$ cat config.mk
export PLATFORM = sky130hd
export DESIGN_NAME = line_fill_responder
export DESIGN_NICKNAME = d
export VERILOG_FILES = /design/src/rtl/pipeline_types.sv /design/src/rtl/line_fill_responder.sv
export SDC_FILE = /design/constraint.sdc
export NUM_CORES = 1
export LEC_CHECK = 0
export BUFFER_PORTS_ARGS = -buffer_cell sky130_fd_sc_hd__clkbuf_2
export CORE_AREA = 10 10 240 242
export CTS_CLUSTER_DIAMETER = 50
export DETAILED_ROUTE_END_ITERATION = 10
export DIE_AREA = 0 0 250 252
export GPL_TIMING_DRIVEN = 0
export HOLD_SLACK_MARGIN = 0.12
export PLACE_DENSITY = 0.64
export SYNTH_ARGS = -nofsm -noshare
export SYNTH_HDL_FRONTEND = slang
export SYNTH_SLANG_ARGS = --single-unit
$ cat constraint.sdc
create_clock -name clk -period 2 [get_ports clk]
set_input_delay 0.1 -clock clk [delete_from_list [all_inputs] [get_ports clk]]
set_output_delay 0.1 -clock clk [all_outputs]
set_load 0.05 [all_outputs]
$ cat src/rtl/pipeline_types.sv
// -----------------------------------------------------------------------------
// pipeline_types
//   Shared bus typedefs and constants for the fetch path.
//   Holds the refill FSM state encoding used by line_fill_responder, the
//   cache-line geometry (words per line, byte-offset width) and the common
//   32/256-bit bus types.
// -----------------------------------------------------------------------------
package pipeline_types;

  typedef logic [31:0]  bus32_t;
  typedef logic [255:0] bus256_t;

  // Cache-line geometry: 8 words of 32 bits, 32-byte aligned.
  localparam int LINE_WORDS    = 8;
  localparam int LINE_OFFSET_W = 5;

  // Refill responder FSM states.
  typedef enum logic [2:0] {
    FS_IDLE   = 3'd0,
    FS_L_REQ  = 3'd1,
    FS_L_WAIT = 3'd2,
    FS_L_RESP = 3'd3,
    FS_U_REQ  = 3'd4,
    FS_U_WAIT = 3'd5,
    FS_U_RESP = 3'd6
  } fill_state_t;

endpackage

$ cat src/rtl/line_fill_responder.sv
// -----------------------------------------------------------------------------
// line_fill_responder
//   Memory-side responder for the icache refill interface. A line request is
//   served as eight sequential single-word reads on a request/grant/response
//   memory port; the words are gathered in a fill buffer and returned as one
//   256-bit line with a one-cycle ret_valid pulse. An uncached request is a
//   single read returned with a one-cycle uncache_valid pulse. Only one memory
//   read is ever outstanding; line requests win over uncached requests.
//
// Ports
//   clk, rst                 clock, synchronous active-high reset
//   rd_req / rd_addr         line refill request (held until ret_valid)
//   ret_valid / ret_data     completed line, word i at [32*i +: 32]
//   uncache_en/uncache_addr  uncached word request (held until uncache_valid)
//   uncache_valid/_inst      completed uncached word
//   mem_req / mem_addr       word read request towards instruction memory
//   mem_gnt                  request accepted this cycle
//   mem_rvalid / mem_rdata   read response
// -----------------------------------------------------------------------------
module line_fill_responder
  import pipeline_types::*;
#(
  parameter int LINE_WORDS = 8,
  parameter int ADDR_W     = 32
) (
  input  logic              clk,
  input  logic              rst,
  input  logic              rd_req,
  input  logic [ADDR_W-1:0] rd_addr,
  output logic              ret_valid,
  output logic [255:0]      ret_data,
  input  logic              uncache_en,
  input  logic [ADDR_W-1:0] uncache_addr,
  output logic              uncache_valid,
  output logic [31:0]       uncache_inst,
  output logic              mem_req,
  output logic [ADDR_W-1:0] mem_addr,
  input  logic              mem_gnt,
  input  logic              mem_rvalid,
  input  logic [31:0]       mem_rdata
);

  localparam int CNT_W = $clog2(LINE_WORDS);
  localparam logic [CNT_W-1:0] LAST_WORD = CNT_W'(LINE_WORDS - 1);

  fill_state_t       state_q, state_d;
  logic [CNT_W-1:0]  cnt_q, cnt_d;
  // Holds the line base for refills, or the full word address for uncached
  // reads; the two never overlap in time.
  logic [ADDR_W-1:0] addr_q, addr_d;
  bus32_t            fill_q [LINE_WORDS];
  bus32_t            fill_d [LINE_WORDS];
  bus256_t           ret_data_q, ret_data_d;
  bus32_t            uncache_inst_q, uncache_inst_d;
  bus256_t           line_next;

  // Byte-offset bits of the refill address are deliberately discarded.
  logic unused_offset;
  assign unused_offset = ^rd_addr[LINE_OFFSET_W-1:0];

  // The line presented at completion includes the word being written in the
  // same cycle, so it is packed from the next-state fill buffer.
  for (genvar gi = 0; gi < LINE_WORDS; gi++) begin : g_pack
    assign line_next[32*gi +: 32] = fill_d[gi];
  end

  always_comb begin
    state_d        = state_q;
    cnt_d          = cnt_q;
    addr_d         = addr_q;
    fill_d         = fill_q;
    ret_data_d     = ret_data_q;
    uncache_inst_d = uncache_inst_q;

    case (state_q)
      FS_IDLE: begin
        if (rd_req) begin
          addr_d  = {rd_addr[ADDR_W-1:LINE_OFFSET_W], {LINE_OFFSET_W{1'b0}}};
          cnt_d   = '0;
          state_d = FS_L_REQ;
        end else if (uncache_en) begin
          addr_d  = uncache_addr;
          state_d = FS_U_REQ;
        end
      end
      FS_L_REQ: begin
        if (mem_gnt) state_d = FS_L_WAIT;
      end
      FS_L_WAIT: begin
        if (mem_rvalid) begin
          fill_d[cnt_q] = mem_rdata;
          // Exit on the last word rather than letting the counter wrap.
          if (cnt_q == LAST_WORD) begin
            ret_data_d = line_next;
            state_d    = FS_L_RESP;
          end else begin
            cnt_d   = cnt_q + 1'b1;
            state_d = FS_L_REQ;
          end
        end
      end
      FS_L_RESP: begin
        state_d = FS_IDLE;
      end
      FS_U_REQ: begin
        if (mem_gnt) state_d = FS_U_WAIT;
      end
      FS_U_WAIT: begin
        if (mem_rvalid) begin
          uncache_inst_d = mem_rdata;
          state_d        = FS_U_RESP;
        end
      end
      FS_U_RESP: begin
        state_d = FS_IDLE;
      end
      default: begin
        state_d = FS_IDLE;
      end
    endcase
  end

  always_ff @(posedge clk) begin
    if (rst) begin
      state_q        <= FS_IDLE;
      cnt_q          <= '0;
      addr_q         <= '0;
      fill_q         <= '{default: '0};
      ret_data_q     <= '0;
      uncache_inst_q <= '0;
    end else begin
      state_q        <= state_d;
      cnt_q          <= cnt_d;
      addr_q         <= addr_d;
      fill_q         <= fill_d;
      ret_data_q     <= ret_data_d;
      uncache_inst_q <= uncache_inst_d;
    end
  end

  // Line base is 32-byte aligned, so the word index drops straight into the
  // offset field with no carry into the upper address bits.
  always_comb begin
    mem_addr = '0;
    case (state_q)
      FS_L_REQ: mem_addr = {addr_q[ADDR_W-1:LINE_OFFSET_W], cnt_q,
                            {(LINE_OFFSET_W - CNT_W){1'b0}}};
      FS_U_REQ: mem_addr = addr_q;
      default:  mem_addr = '0;
    endcase
  end

  assign mem_req       = (state_q == FS_L_REQ) || (state_q == FS_U_REQ);
  assign ret_valid     = (state_q == FS_L_RESP);
  assign uncache_valid = (state_q == FS_U_RESP);
  assign ret_data      = ret_data_q;
  assign uncache_inst  = uncache_inst_q;

endmodule

### Word level (Yosys, flattened, before mapping)

Index checks and enable logic that the tools add are counted.

| storage, ports and cells | value |
|---|---|
| flip-flop bits (word level) | 582 |
| input bits | 102 |
| output and inout port bits | 323 |
| word-level logic and storage cells | 61 |

| cells by class | value |
|---|---|
| add/sub/neg operators | 1 |
| $lt $le $gt $ge | 2 |
| equality and inequality tests | 14 |
| mux-type cells | 20 |
| bitwise logic cells | 1 |
| reductions and logical operators | 10 |

Operators with widths:

| kind | number |
|---|---|
| $mux 256 | 2 |
| $bwmux 256 | 1 |
| $demux 32 s3 | 1 |
| $mux 32 | 3 |
| $pmux 32 s2 | 1 |
| $mux 3 | 9 |
| $pmux 3 s5 | 1 |
| $eq 3x3->1 const B | 4 |
| $ne 2x2->1 const B | 6 |
| $eq 3x2->1 const B | 2 |
| $pmux 3 s2 | 1 |
| $reduce_and 5->1 | 1 |
| $ge 4x4->1 const B | 1 |
| $lt 4x1->1 const B | 1 |
| $not 3->4 | 1 |
| $reduce_and 2->1 | 2 |
| $reduce_and 4->1 | 1 |
| $reduce_bool 2->1 | 2 |
| $add 3x1->3 const B | 1 |
| $eq 3x1->1 const B | 1 |
| $logic_not 3->1 | 1 |
| $ne 3x3->1 const B | 1 |
| $reduce_and 3->1 | 1 |
| $mux 2 | 1 |
| other kinds (2) | 2 |

### Longest topological paths before layout

Gate-level depths: netlist (run 1).

| depth | value |
|---|---|
| depth in word-level cells | 8 |
| gate-level depth with buffers | 8 |
| depth with buffers taken out | 6 |

### Worst setup path after synthesis (run 1)

No wires, ideal clock.

| timing | value |
|---|---|
| path kind | register to output |
| from | reg state_q[0] |
| to | out mem_addr[10] |
| arrival | 2.001 ns |
| required time | 1.900 ns |
| path slack | -0.101 ns |
| stages on the path, launching flop included | 6 |
| buffers on the path | 1 |
| cells stage by stage | dfxtp_1 -> nor2b_1 -> o21bai_1 -> inv_1 -> clkbuf_1 -> and2_1 |

| between the ends | value |
|---|---|
| longest elaborated chain between the ends | 2 |
| elaborated cells between the ends (all ways) | 3 |
| classes of those cells | 2 x eq/ne; 1 x mux |

RTL lines:

| element | RTL line | text |
|---|---|---|
| start: declaration | line_fill_responder.sv:46 | `fill_state_t state_q, state_d;` |
| start signal: assignment | line_fill_responder.sv:132 | `state_q <= state_d;` |
| $eq 3x3->1 or $eq 3x1->1 (tied branches) | line_fill_responder.sv:145 | `case (state_q)` |
| $pmux 32 s2 * | line_fill_responder.sv:145 |  |
| end: declaration | line_fill_responder.sv:37 | `output logic [ADDR_W-1:0] mem_addr,` |

Every way passes the cells marked *; elsewhere a longest branch is shown, timed or not.

### Final worst setup path (run 1)

| timing | value |
|---|---|
| from | reg state_q[0] |
| to | out mem_addr[13] |

The elaborated chain is that of the path after synthesis.

==> flow_metrics.tcl, run 1 <==
set metrics [dict create \
    setup_tns_ps -399 \
    crit_type "flip-flop to primary output" \
    placed_cell_area_um2 23600 \
    die_w_um 250 \
    crit_buf_inv 3 \
    fillers 4598 \
    critPathArrivalTime_ps 1950 \
    grt_overflow_total 0 \
    area_delta_synth_final_pct 36.5 \
    die-area_um2 63000 \
    avgViaCountPerCell 5.34 \
    crit_path_end_kind "primary output" \
    drc 0 \
    finalSetupViolations 18 \
    ios 425 \
    clk_latency_ps 620 \
    die_y_um 252 \
    clock_skew_ps 15.7 \
    setup_slack_ps -47.2 \
    grt_pass1_vias 18000 \
    core-area_um2 52400 \
    root_buffer "clkbuf_16" \
    rsz0062_at_grt "yes" \
    cts_sinks 582 \
    place_congestion 0.839 \
    dpl.cell_count 3171 \
    drt_wl_total_um 81600 \
    core.rowCount 84 \
    path_cells "nor2b_4 -> o21bai_4 -> clkinv_4 -> clkbuf_16 -> and2_4 -> clkbuf_16" \
    crit_top_cell "clkbuf_16" \
    clock_path_buffers 3 \
    violations "capacitance limit, slew limit, setup timing" \
    synth_edf_count 0 \
    leakage_nw 11.6 \
    synthCells 2098 \
    ir_drop_v 0.000640 \
    worst_pin_slew_ps 1600 \
    stdcell_area_um2 28400 \
    ant_nets 0 \
    wl_per_cell_um 24.2 \
    min_path_type "input pin to flip-flop" \
    ys_ff_latch 582 \
    synth.distinct_cells 37 \
    layout_min_cycle_time_ps 2050 \
    yosysWarnings 0 \
    utilization_pct 54.2 \
    antenna_found_initial 5 \
    grt_max_degree 20 \
    cpMaxStageDelayCell "dfxtp_4" \
    drtIter0Drc 1165 \
    track_usage_pct 24.3 \
    synth_area_um2 20800 \
    cts_buffers 60 \
    grt_pass1_wl_um 116000 \
    fin_crit_sh_pct 102 \
    synth-seq-area-share_pct 55.9 \
    pre_cts_ws_ps -631 \
    synthesis.nets 2202 \
    slew_headroom_pct -6.96 \
    hold_viol 0 \
    nets 2736 \
    avgSynthCellArea_um2 9.93 \
    startpoint_type "flip-flop" \
    finalPower_mw 27.4 \
    power_density_nw_per_um2 963 \
    path_clk_slew_ps 60 \
    hpwl_um 54400 \
    drtPass1Iterations 5 \
    final_cell_count_no_fill 3377 \
    portBuffers 385 \
    fmax_ghz 0.488 \
    cpPeakStageDelay_ps 380 \
    worstPathMaxFanout 7 \
    yosys_most_used_dff "dfxtp_1" \
    cpLargestDelayFamily "buffers and inverters" \
    status "complete, but fails checks" \
    final_layout_size_suffix_gt1_share_pct 29.1 \
    vias 18000 \
    slew_viol_final 70 \
    htreeDepth 2 \
    initial_utilization_pct 39.7 \
    async_reset_ff_share_pct 0 \
    maxCapViolCount 8 \
    fin_hold_ws_ps 149 \
    crit_required_ps 1900 \
    cts_tree "yes" \
]
-- per-layer routing --
metal | vias up | routed length, um | GRT usage, %
met4 | 0 | 2870 | 9.28
li1 | 8286 | - | -
met2 | 733 | 38700 | 40.5
met1 | 8843 | 33700 | 29.9
met3 | 163 | 6370 | 5.97
met5 | - | 0 | 0
-- final timing paths --
path	end	cells past startpoint	start	slack, ps
max	mem_addr[13]	6	state_q[0]$_SDFFE_PP0P_	-50
min	uncache_inst[31]$_SDFFE_PP0P_	3	mem_rdata[31]	150
max reg2reg	ret_data[82]$_SDFFE_PP0P_	7	state_q[0]$_SDFFE_PP0P_	-20
min reg2reg	uncache_inst[7]$_SDFFE_PP0P_	2	uncache_inst[7]$_SDFFE_PP0P_	460
-- Yosys cell counts, drive strengths merged (3+ instances only) --
library cell / n / area (um^2)
dfxtp: 582 / 11700
nor2: 547 / 2050
a211oi: 284 / 2280
mux2i: 283 / 2830
clkbuf: 130 / 488
buf: 76 / 430
nand2: 75 / 282
a21oi: 42 / 210
and2: 30 / 188
nand3b: 5 / 37.5
nor2b: 5 / 31.3
nand4b: 4 / 35.0
o21ai: 4 / 20.0
a22oi: 3 / 22.5
nand4: 3 / 18.8
nor3b: 3 / 22.5
-- sequential cells by signal, summed over array words and instances (netlist names) --
name	cells
ret_data	256
addr_q	32
state_q	3
cnt_q	3
fill_q	256
uncache_inst	32
-- where the power goes --
| part | switching [mW] | internal [mW] | total (mW) | leakage [nW] |
|---|---|---|---|---|
| clock | 4.94 | 7.49 | 12.4 | 1.09 |
| combinational | 1.90 | 1.07 | 2.97 | 5.81 |
| sequential | 0.158 | 11.8 | 12.0 | 4.70 |
| total | 7.00 | 20.4 | 27.4 | 11.6 |
-- kinds of logic (layout without fill, tap and decap cells) --
group,count (synthesis),after routing,synth area share (%)
AO/OA/AOI/OAI,338,338,12.4
AND/OR/NAND/NOR,685,685,13.5
adder cells (fa/ha/maj),2,2,0.120
flip-flops,582,582,55.9
other,0,5,0
multiplexers,283,283,13.6
buffers and inverters,208,794,4.45
-- cells in the final DEF (no fill, tap or decap), types with 7 or more instances in the layout --
cell type      instances
clkbuf_8              14
clkbuf_4              13
a211oi_2              73
nand2_1               74
clkbuf_16             75
buf_2                  7
buf_12                11
a21oi_1               42
mux2i_2               23
clkbuf_2             353
buf_4                 50
bufinv_16             11
buf_6                 31
a211oi_1             211
clkinv_2              12
buf_8                 26
clkbuf_1             111
dfxtp_1              579
dlygate4sd3_1         62
mux2i_4               23
mux2i_1              237
and2_4                27
nor2_1               547
-- cell type report --
cell class,count,area [um^2],share of cell area (%)
repair buffers,474,3300,11.6
diodes,5,12.5,0.0440
inverters,2,12.5,0.0440
flip-flops and latches,582,11700,41.0
multi-input cells,1308,8980,31.6
clock inverters,37,519,1.83
plain buffers,204,1370,4.82
well taps,688,861,3.03
clock buffers,77,1710,6.00
-- what timing repair did --
item | in CTS | in global routing
setup buffers | 15 | 5
hold endpoints to repair | 38 | 0
hold buffers | 62 | 0
endpoints found under the setup margin | 553 | 378
gates cloned | 0 | 7
resized for setup | 193 | 278
pin swaps | 5 | 33
-- worst register-to-register path: stages, from the launching register on --
cell       delay [ps]
dfxtp_4           380
nand4bb_1         220
buf_6             170
nor4b_4           300
buf_12            200
clkbuf_16         200
mux2i_2           280
a211oi_2          110
No activity file was read; power rests on OpenSTA's default activity.
==> run 2, diff against run 1 <==
--- a/config.mk
+++ b/config.mk
@@ -8,9 +8,9 @@
 export BUFFER_PORTS_ARGS = -buffer_cell sky130_fd_sc_hd__clkbuf_2
-export CORE_AREA = 10 10 240 242
+export CORE_AREA = 10 10 218 220
 export CTS_CLUSTER_DIAMETER = 50
 export DETAILED_ROUTE_END_ITERATION = 10
-export DIE_AREA = 0 0 250 252
+export DIE_AREA = 0 0 228 230
 export GPL_TIMING_DRIVEN = 0
 export HOLD_SLACK_MARGIN = 0.12
-export PLACE_DENSITY = 0.64
+export PLACE_DENSITY = 0.75
 export SYNTH_ARGS = -nofsm -noshare
--- a/constraint.sdc
+++ b/constraint.sdc
@@ -3,2 +3,2 @@
 set_output_delay 0.1 -clock clk [all_outputs]
-set_load 0.05 [all_outputs]
+set_load 0.005 [all_outputs]
==> flow_metrics.tcl, run 2 (synthesis results as in run 1) <==
set metrics [dict create \
    avgViaCountPerCell 5.63 \
    status "complete, but fails checks" \
    drtIter0Drc 1738 \
    clk_latency_ps 620 \
    setup_slack_ps -11.4 \
    final_common_cell "dfxtp_1" \
    fmax_ghz 0.497 \
    clock_path_buffers 3 \
    pre_cts_ws_ps -513 \
    dpl.cell_count 3068 \
    startpoint_type "flip-flop" \
    cts_sinks 582 \
    initial_utilization_pct 48.6 \
    rsz0062_at_grt "yes" \
    portBuffers 385 \
    drt_wl_total_um 79000 \
    ant_nets 0 \
    grt_max_degree 16 \
    finalSetupViolations 2 \
    ir_drop_v 0.000688 \
    wl_per_cell_um 24.2 \
    path_clk_slew_ps 60 \
    violations "capacitance limit, slew limit, setup timing" \
    maxCapViolCount 4 \
    slew_headroom_pct -3.37 \
    root_buffer "clkbuf_16" \
    die_y_um 230 \
    place_congestion 0.885 \
    nets 2738 \
    grt_util_met3_pct 6.55 \
    worst_pin_slew_ps 1550 \
    hold_viol 0 \
    top_usage_layer "met2" \
    critPathArrivalTime_ps 1910 \
    hpwl_um 52200 \
    cts_buffers 59 \
    layout_min_cycle_time_ps 2010 \
    setup_tns_ps -13.3 \
    layout_common_cells "579 x dfxtp_1, 547 x nor2_1, 385 x clkbuf_2, 240 x mux2i_1, 218 x a211oi_1" \
    crit_required_ps 1900 \
    die_w_um 228 \
    area_delta_synth_final_pct 31.6 \
    grtUsageMet1_pct 35.1 \
    antenna_found_initial 4 \
    clock_skew_ps 16.8 \
    slew_viol_final 20 \
    grt_pass1_wl_um 113000 \
    ios 425 \
    leakage_nw 11.3 \
    cts_tree "yes" \
    final_cell_count_no_fill 3268 \
    crit_path_end_kind "primary output" \
    finalPower_mw 24.9 \
    core-area_um2 42900 \
    fin_crit_sh_pct 101 \
    core.rowCount 76 \
    vias 18400 \
    grt_pass1_vias 17900 \
    final_layout_size_suffix_gt1_share_pct 27.6 \
    worstPathMaxFanout 6 \
    power_density_nw_per_um2 909 \
    utilization_pct 63.9 \
    drc 0 \
    grtUsageMet2_pct 46.2 \
    grt_overflow_total 0 \
    die-area_um2 52400 \
    track_usage_pct 27.9 \
    crit_type "flip-flop to primary output" \
    drtPass1Iterations 5 \
    min_path_type "input pin to flip-flop" \
    htreeDepth 2 \
    fillers 3343 \
]
-- run 2: report_power, final --
| group | switching (mW) | total [mW] | leakage (nW) | internal (mW) |
|---|---|---|---|---|
| registers | 0.144 | 11.9 | 4.70 | 11.8 |
| logic | 1.39 | 2.18 | 5.63 | 0.786 |
| clock network | 4.67 | 10.8 | 0.949 | 6.14 |
| total | 6.21 | 24.9 | 11.3 | 18.7 |
-- run 2: path summary, 6_finish.rpt --
path | slack (ps) | end | cells after the start | start
worst max-delay path | -10 | mem_addr[2] | 6 | state_q[2]$_SDFFE_PP0P_
worst min-delay path | 190 | state_q[0]$_SDFFE_PP0P_ | 4 | uncache_en
worst min register to register | 460 | uncache_inst[6]$_SDFFE_PP0P_ | 2 | uncache_inst[6]$_SDFFE_PP0P_
worst max register to register | 10 | ret_data[76]$_SDFFE_PP0P_ | 7 | state_q[2]$_SDFFE_PP0P_
-- run 2: timing repair --
action / 4_1_cts / 5_1_grt
gates resized for setup: 117 / 204
pin swaps: 12 / 16
setup endpoints to repair: 520 / 396
hold endpoints to repair: 38 / 0
hold buffers: 62 / 0
cloned: 0 / 4
setup buffers: 16 / 8
-- run 2: critical path, cell delays in order, from the launching register on --
cell	delay, ps
dfxtp_4	380
buf_6	120
nor2b_4	130
buf_4	150
a22oi_1	90
nor2_1	240
clkbuf_2	180
-- run 2: layout make-up --
type | count | area (um^2) | share of cell area (%)
antenna | 1 | 2.50 | 0.00913
buffer | 206 | 1360 | 4.95
clock buffer | 87 | 1730 | 6.32
clock inverter | 22 | 170 | 0.621
inverter | 2 | 10.0 | 0.0365
multi-input combinational | 1308 | 8850 | 32.3
sequential | 582 | 11700 | 42.5
tap | 585 | 732 | 2.67
timing repair buffer | 475 | 2890 | 10.5
-- run 2: metal layers --
layer,wire (um),vias up
li1,-,8263
met1,31900,9040
met2,37100,919
met3,6790,175
met4,3120,8
met5,58,-
-- run 2: per-stage QoR --
| stage | hold WS [ps] | instance area [um^2] |
|---|---|---|
| CTS | 144 | 26500 |
| global route | 189 | 27400 |
| finish | 187 | 27400 |
| floorplan | 265 | 20800 |
| detailed placement | 371 | 23500 |
| global placement | 369 | 23500 |
